[src/rtl/mul_rr_sched.sv]
// Round-robin scheduler sharing one signed Q1.7 multiplier between N_REQ
// requesters. Two-stage pipeline (operand register, response register)
// with valid/ready handshakes on both sides and a fixed 2-cycle latency.

// Combinational signed 8x8 multiplier with Q1.7 truncation and wrap flag.
module multiplier_8 (
  input  logic [7:0]  a,
  input  logic [7:0]  b,
  output logic [15:0] out_16,
  output logic [7:0]  out_8,
  output logic        ovf
);
  logic signed [15:0] prod;

  assign prod   = $signed(a) * $signed(b);
  assign out_16 = prod;
  // Q2.14 -> Q1.7 by dropping bit 14 and the low 7 bits (truncate toward -inf)
  assign out_8  = {prod[15], prod[13:7]};
  // Only -1.0 * -1.0 lands here; the Q1.7 result wraps to 0
  assign ovf    = prod[15] ^ prod[14];
endmodule

module mul_rr_sched #(
  parameter int N_REQ = 4,
  parameter int ID_W  = 2
) (
  input  logic                 I_CLK,
  input  logic                 I_RST,
  input  logic [N_REQ-1:0]     I_REQ_VALID,
  input  logic [8*N_REQ-1:0]   I_REQ_IN1,
  input  logic [8*N_REQ-1:0]   I_REQ_IN2,
  output logic [N_REQ-1:0]     O_REQ_READY,
  output logic                 O_RSP_VALID,
  input  logic                 I_RSP_READY,
  output logic [ID_W-1:0]      O_RSP_ID,
  output logic [15:0]          O_RSP_OUT_16,
  output logic [7:0]           O_RSP_OUT_8,
  output logic                 O_RSP_OVF,
  output logic                 O_BUSY
);

  logic [7:0]      in1_arr [N_REQ];
  logic [7:0]      in2_arr [N_REQ];

  logic [ID_W-1:0] ptr_reg;
  logic [ID_W-1:0] ptr_next;

  logic [7:0]      s1_in1_reg;
  logic [7:0]      s1_in2_reg;
  logic [ID_W-1:0] s1_id_reg;
  logic            s1_v_reg;

  logic [15:0]     s2_out16_reg;
  logic [7:0]      s2_out8_reg;
  logic            s2_ovf_reg;
  logic [ID_W-1:0] s2_id_reg;
  logic            s2_v_reg;

  logic            s1_en;
  logic            s2_en;
  logic            accept;
  logic            grant_valid;
  logic [ID_W-1:0] grant_id;
  logic [ID_W:0]   cand;

  logic [15:0]     mul_out16;
  logic [7:0]      mul_out8;
  logic            mul_ovf;

  // Unpack operand buses and build the one-hot ready vector per requester
  genvar gi;
  generate
    for (gi = 0; gi < N_REQ; gi++) begin : g_req
      assign in1_arr[gi]     = I_REQ_IN1[8*gi +: 8];
      assign in2_arr[gi]     = I_REQ_IN2[8*gi +: 8];
      assign O_REQ_READY[gi] = accept && (grant_id == ID_W'(gi));
    end
  endgenerate

  // Each stage advances when its downstream slot is free or being emptied
  assign s2_en  = !s2_v_reg || I_RSP_READY;
  assign s1_en  = !s1_v_reg || s2_en;
  // Reset gates acceptance so ready stays low while reset is held
  assign accept = s1_en && grant_valid && !I_RST;

  // Circular priority search over valids, starting at the pointer
  always_comb begin
    grant_valid = 1'b0;
    grant_id    = '0;
    cand        = '0;
    for (int k = 0; k < N_REQ; k++) begin
      cand = {1'b0, ptr_reg} + (ID_W+1)'(k);
      if (cand >= (ID_W+1)'(N_REQ)) cand = cand - (ID_W+1)'(N_REQ);
      if (!grant_valid && I_REQ_VALID[cand[ID_W-1:0]]) begin
        grant_valid = 1'b1;
        grant_id    = cand[ID_W-1:0];
      end
    end
  end

  // Next pointer: one past the winner, wrapping at N_REQ
  always_comb begin
    ptr_next = ptr_reg;
    if (accept) begin
      if (grant_id == ID_W'(N_REQ - 1)) ptr_next = '0;
      else                              ptr_next = grant_id + ID_W'(1);
    end
  end

  // Round-robin pointer register
  always_ff @(posedge I_CLK) begin
    if (I_RST) ptr_reg <= '0;
    else       ptr_reg <= ptr_next;
  end

  // S1 operand register: capture the granted pair, or empty when passed on
  always_ff @(posedge I_CLK) begin
    if (I_RST) begin
      s1_in1_reg <= '0;
      s1_in2_reg <= '0;
      s1_id_reg  <= '0;
      s1_v_reg   <= 1'b0;
    end else if (accept) begin
      s1_in1_reg <= in1_arr[grant_id];
      s1_in2_reg <= in2_arr[grant_id];
      s1_id_reg  <= grant_id;
      s1_v_reg   <= 1'b1;
    end else if (s1_en) begin
      s1_v_reg   <= 1'b0;
    end
  end

  multiplier_8 u_mul (
    .a      (s1_in1_reg),
    .b      (s1_in2_reg),
    .out_16 (mul_out16),
    .out_8  (mul_out8),
    .ovf    (mul_ovf)
  );

  // S2 response register: holds steady while the consumer stalls
  always_ff @(posedge I_CLK) begin
    if (I_RST) begin
      s2_out16_reg <= '0;
      s2_out8_reg  <= '0;
      s2_ovf_reg   <= 1'b0;
      s2_id_reg    <= '0;
      s2_v_reg     <= 1'b0;
    end else if (s2_en) begin
      s2_out16_reg <= mul_out16;
      s2_out8_reg  <= mul_out8;
      s2_ovf_reg   <= mul_ovf;
      s2_id_reg    <= s1_id_reg;
      s2_v_reg     <= s1_v_reg;
    end
  end

  assign O_RSP_VALID  = s2_v_reg;
  assign O_RSP_ID     = s2_id_reg;
  assign O_RSP_OUT_16 = s2_out16_reg;
  assign O_RSP_OUT_8  = s2_out8_reg;
  assign O_RSP_OVF    = s2_ovf_reg;
  assign O_BUSY       = s1_v_reg || s2_v_reg;

endmodule

[config.mk]
export PLATFORM = sky130hd
export DESIGN_NAME = mul_rr_sched
export DESIGN_NICKNAME = d
export VERILOG_FILES = /design/src/rtl/mul_rr_sched.sv
export SDC_FILE = /design/constraint.sdc
export NUM_CORES = 1
export LEC_CHECK = 0
export BUFFER_PORTS_ARGS = -buffer_cell sky130_fd_sc_hd__buf_2
export CORE_MARGIN = 3
export CORE_UTILIZATION = 34
export DETAILED_ROUTE_END_ITERATION = 10
export MAX_ROUTING_LAYER = met4
export PLACE_DENSITY = 0.65
export SYNTH_ARGS = -nofsm -noshare
export SYNTH_HDL_FRONTEND = slang
export SYNTH_HIERARCHICAL = 1
export SYNTH_SLANG_ARGS = --single-unit
[constraint.sdc]
create_clock -name I_CLK -period 4.97 [get_ports I_CLK]
set_clock_uncertainty 0.15 [all_clocks]
set_input_delay 0.2485 -clock I_CLK [delete_from_list [all_inputs] [get_ports I_CLK]]
set_output_delay 0.2485 -clock I_CLK [all_outputs]
set_load 0.02 [all_outputs]
==> results_dict.tcl <==
set metrics [dict create \
    drt_iter0_drc 128 \
    grt_usage_pct 14.7 \
    whs_ns 0.119 \
    place_area_mm2 0.00550 \
    synth_area_leader_cell "fa_1" \
    end_kind "flop" \
    ys.warnings.count 6 \
    largest_reg_flops 16 \
    final_area_mm2 0.00571 \
    gp_congestion 0.891 \
    yosysTopAreaCellShare_pct 22.8 \
    finalMaxSlewViolations 0 \
    synth-seq-cells 49 \
    irDropWorstVdd_uv 166 \
    yosysSeqAreaShare_pct 20.3 \
    rows 42 \
    clk_latency_ns 0.29 \
    worstSetupPathType "reg2reg" \
    tightest_slew_ns 0.929 \
    cts_tree "done" \
    max_cap_violations 0 \
    slew-limit-headroom_pct 38.1 \
    r2r_cells 18 \
    synth_nets 699 \
    clk_pin_slew_ns 0.07 \
    status "completed" \
    dp_hpwl_mm 9.08 \
    grt_pass1_wl_mm 18.9 \
    fin_util_pct 42.1 \
    required_ns 5.04 \
    wire_per_inst_um 13.2 \
    core_mm2 0.0136 \
    synth.area.top_cells "fa_1, dfxtp_1, ha_1, mux2i_1, nand2_1" \
    routed_wl_mm 10.8 \
    area_growth_pct 18.3 \
    power_frac_clock_pct 13.9 \
    p_leak_uw 0.00278 \
    synthesis.instances 544 \
    hold_viol 0 \
    clock-sinks 49 \
    hold_class "in2reg" \
    cts-root-buf "clkbuf_16" \
    cp.arrival_ns 4.75 \
    fp.dieH_um 125 \
    drive_gt1_share_pct 24.9 \
    reg2reg_from "s1_in2_reg[4]" \
    dieArea_mm2 0.0157 \
    cts_max_level 2 \
    num_io_pins 104 \
    syn_avg_cell_area_um2 8.87 \
    hold_start "I_REQ_IN2[5]" \
    final_nets 797 \
    drtPass1Iterations 4 \
    grt_pass1_vias 4226 \
    pwr-share-seq_pct 24.0 \
    cts_made_buffers 5 \
    power.share.combinational_pct 62.1 \
    synthArstFlopShare_pct 0 \
    holdPathEnd "s1_in2_reg[5]" \
    yosys_most_used_dff "dfxtp_1" \
    dieWidth_um 125 \
    ant_nets 0 \
    layout_min_cycle_time_ns 4.68 \
    r2r-end "O_RSP_OVF" \
    synth_cell_type_count 44 \
    fmax_ghz 0.214 \
    num_vias 3847 \
    hold_buffers 0 \
    internal_power_uw 1360 \
    min_path_cells 3 \
    p_switching_uw 1080 \
    remaining_drc_errors 0 \
    power_uw 2440 \
    synth_edf_count 0 \
    initial_core_util_pct 35.6 \
    post-route-period-util_pct 94.2 \
    diodes 0 \
    port_buffers 103 \
    rrSetupSlack_ns 0.29 \
    grt_max_degree 37 \
    vias_per_cell 4.70 \
    powerDensity_mw_per_mm2 428 \
    overflow 0 \
    path_max_fanout 6 \
    antenna_found_initial 0 \
    finalSetupViolCount 0 \
    startpoint_type "flop" \
    netlist_area_mm2 0.00482 \
    switching_share_pct 44.2 \
    cts_buffer_depth 2 \
]
worst max path at each step:
stage	start	to	slack (ns)
CTS	s1_in1_reg[5]	O_RSP_OVF	0.02
floorplan	s1_in2_reg[7]	O_RSP_OVF	0.33
global route	s1_in1_reg[5]	O_RSP_OVF	-0.003
finish	s1_in2_reg[4]	O_RSP_OVF	0.29
global placement	s1_in2_reg[7]	O_RSP_OVF	0.07
detailed placement	s1_in1_reg[7]	O_RSP_OVF	-0.02
timing repair:
action,in CTS,in global routing
pin swaps,0,5
endpoints found under the setup margin,1,7
gates cloned,0,0
buffers inserted,0,1
resized for setup,3,24
cells by family (layout without fill, tap and decap cells):
group	count (synthesis)	count (layout)	share of synthesized area (%)
AO/OA/AOI/OAI	73	73	11.1
XOR/XNOR	18	18	3.55
adder cells (fa/ha/maj)	84	84	30.3
buffers and inverters	108	207	9.54
flip-flops	49	49	20.3
multiplexers	35	35	7.29
AND/OR/NAND/NOR	177	177	17.8
placed cells by master, fill, tap and decap left out, types with 2 or more instances in the layout:
master	n
clkbuf_16	5
dfxtp_4	6
xnor2_1	15
mux2i_1	34
buf_4	13
nor3_1	3
o221ai_1	8
dfxtp_1	37
o21ai_1	2
and2_1	45
dfxtp_2	6
fa_2	2
o221ai_2	8
nor2_1	14
o21a_1	3
nand2_1	87
inv_1	82
nand2b_1	5
nor2b_1	10
fa_1	53
a21oi_2	3
buf_2	103
a21oi_1	37
ha_1	29
nand3_1	2
xor2_1	2
nor2b_2	2
a21o_1	3
a211oi_1	2
worst max-delay path, stage by stage, from the launching register on:
cell	delay, ns
dfxtp_4	0.37
and2_1	0.18
fa_1	0.53
inv_1	0.05
fa_1	0.50
inv_1	0.06
fa_1	0.53
inv_1	0.05
fa_1	0.53
inv_1	0.04
ha_1	0.34
a21o_1	0.21
a21oi_2	0.16
a21oi_1	0.09
o21ai_1	0.15
nand2b_1	0.11
xnor3_1	0.36
nand2_1	0.05
a21oi_1	0.17
power groups by stage:
stage | registers [µW] | logic (µW) | clock network (µW)
2_1_floorplan | 638 | 1230 | 0
3_3_place_gp | 580 | 1500 | 0
3_5_place_dp | 586 | 1530 | 0
4_1_cts | 579 | 1540 | 351
5_1_grt | 602 | 1770 | 365
6_report | 587 | 1520 | 340
Yosys cell counts, types with 2 or more instances:
cell type,instances
a211oi_1,2
a21o_1,3
a21oi_1,38
a21oi_2,2
and2_1,45
buf_2,2
buf_4,10
buf_6,2
clkbuf_1,10
dfxtp_1,49
fa_1,55
ha_1,29
inv_1,83
mux2i_1,34
nand2_1,88
nand2b_1,5
nand3_1,2
nor2_1,14
nor2b_1,12
nor3_1,3
o21a_1,3
o21ai_0,2
o221ai_1,8
o221ai_2,8
xnor2_1,15
xor2_1,2
stage by stage:
step           setup TNS [ns]  std cells  setup slack, ns
3_5_place_dp          -0.0150        810          -0.0150
3_3_place_gp                0        810           0.0687
5_1_grt              -0.00300        819         -0.00300
4_1_cts                     0        818           0.0231
6_report                    0        819            0.290
2_1_floorplan               0        544            0.334
layer usage:
layer | vias up | global-route usage, % | share of wire, %
met5 | - | - | 0
met4 | 0 | 2.81 | 1.1
met3 | 11 | 2.73 | 3.9
met2 | 66 | 27.2 | 53
met1 | 1843 | 16.7 | 42
li1 | 1927 | - | -
area by class of cell:
class	count	area [µm²]
clock buffers	5	125
clock inverters	3	21.3
fillers	1361	7850
inverters	83	312
multi-input cells	387	3400
flip-flops and latches	49	1010
well taps	176	220
repair buffers	116	613
Note: power is estimated with default switching activity, not from simulation.
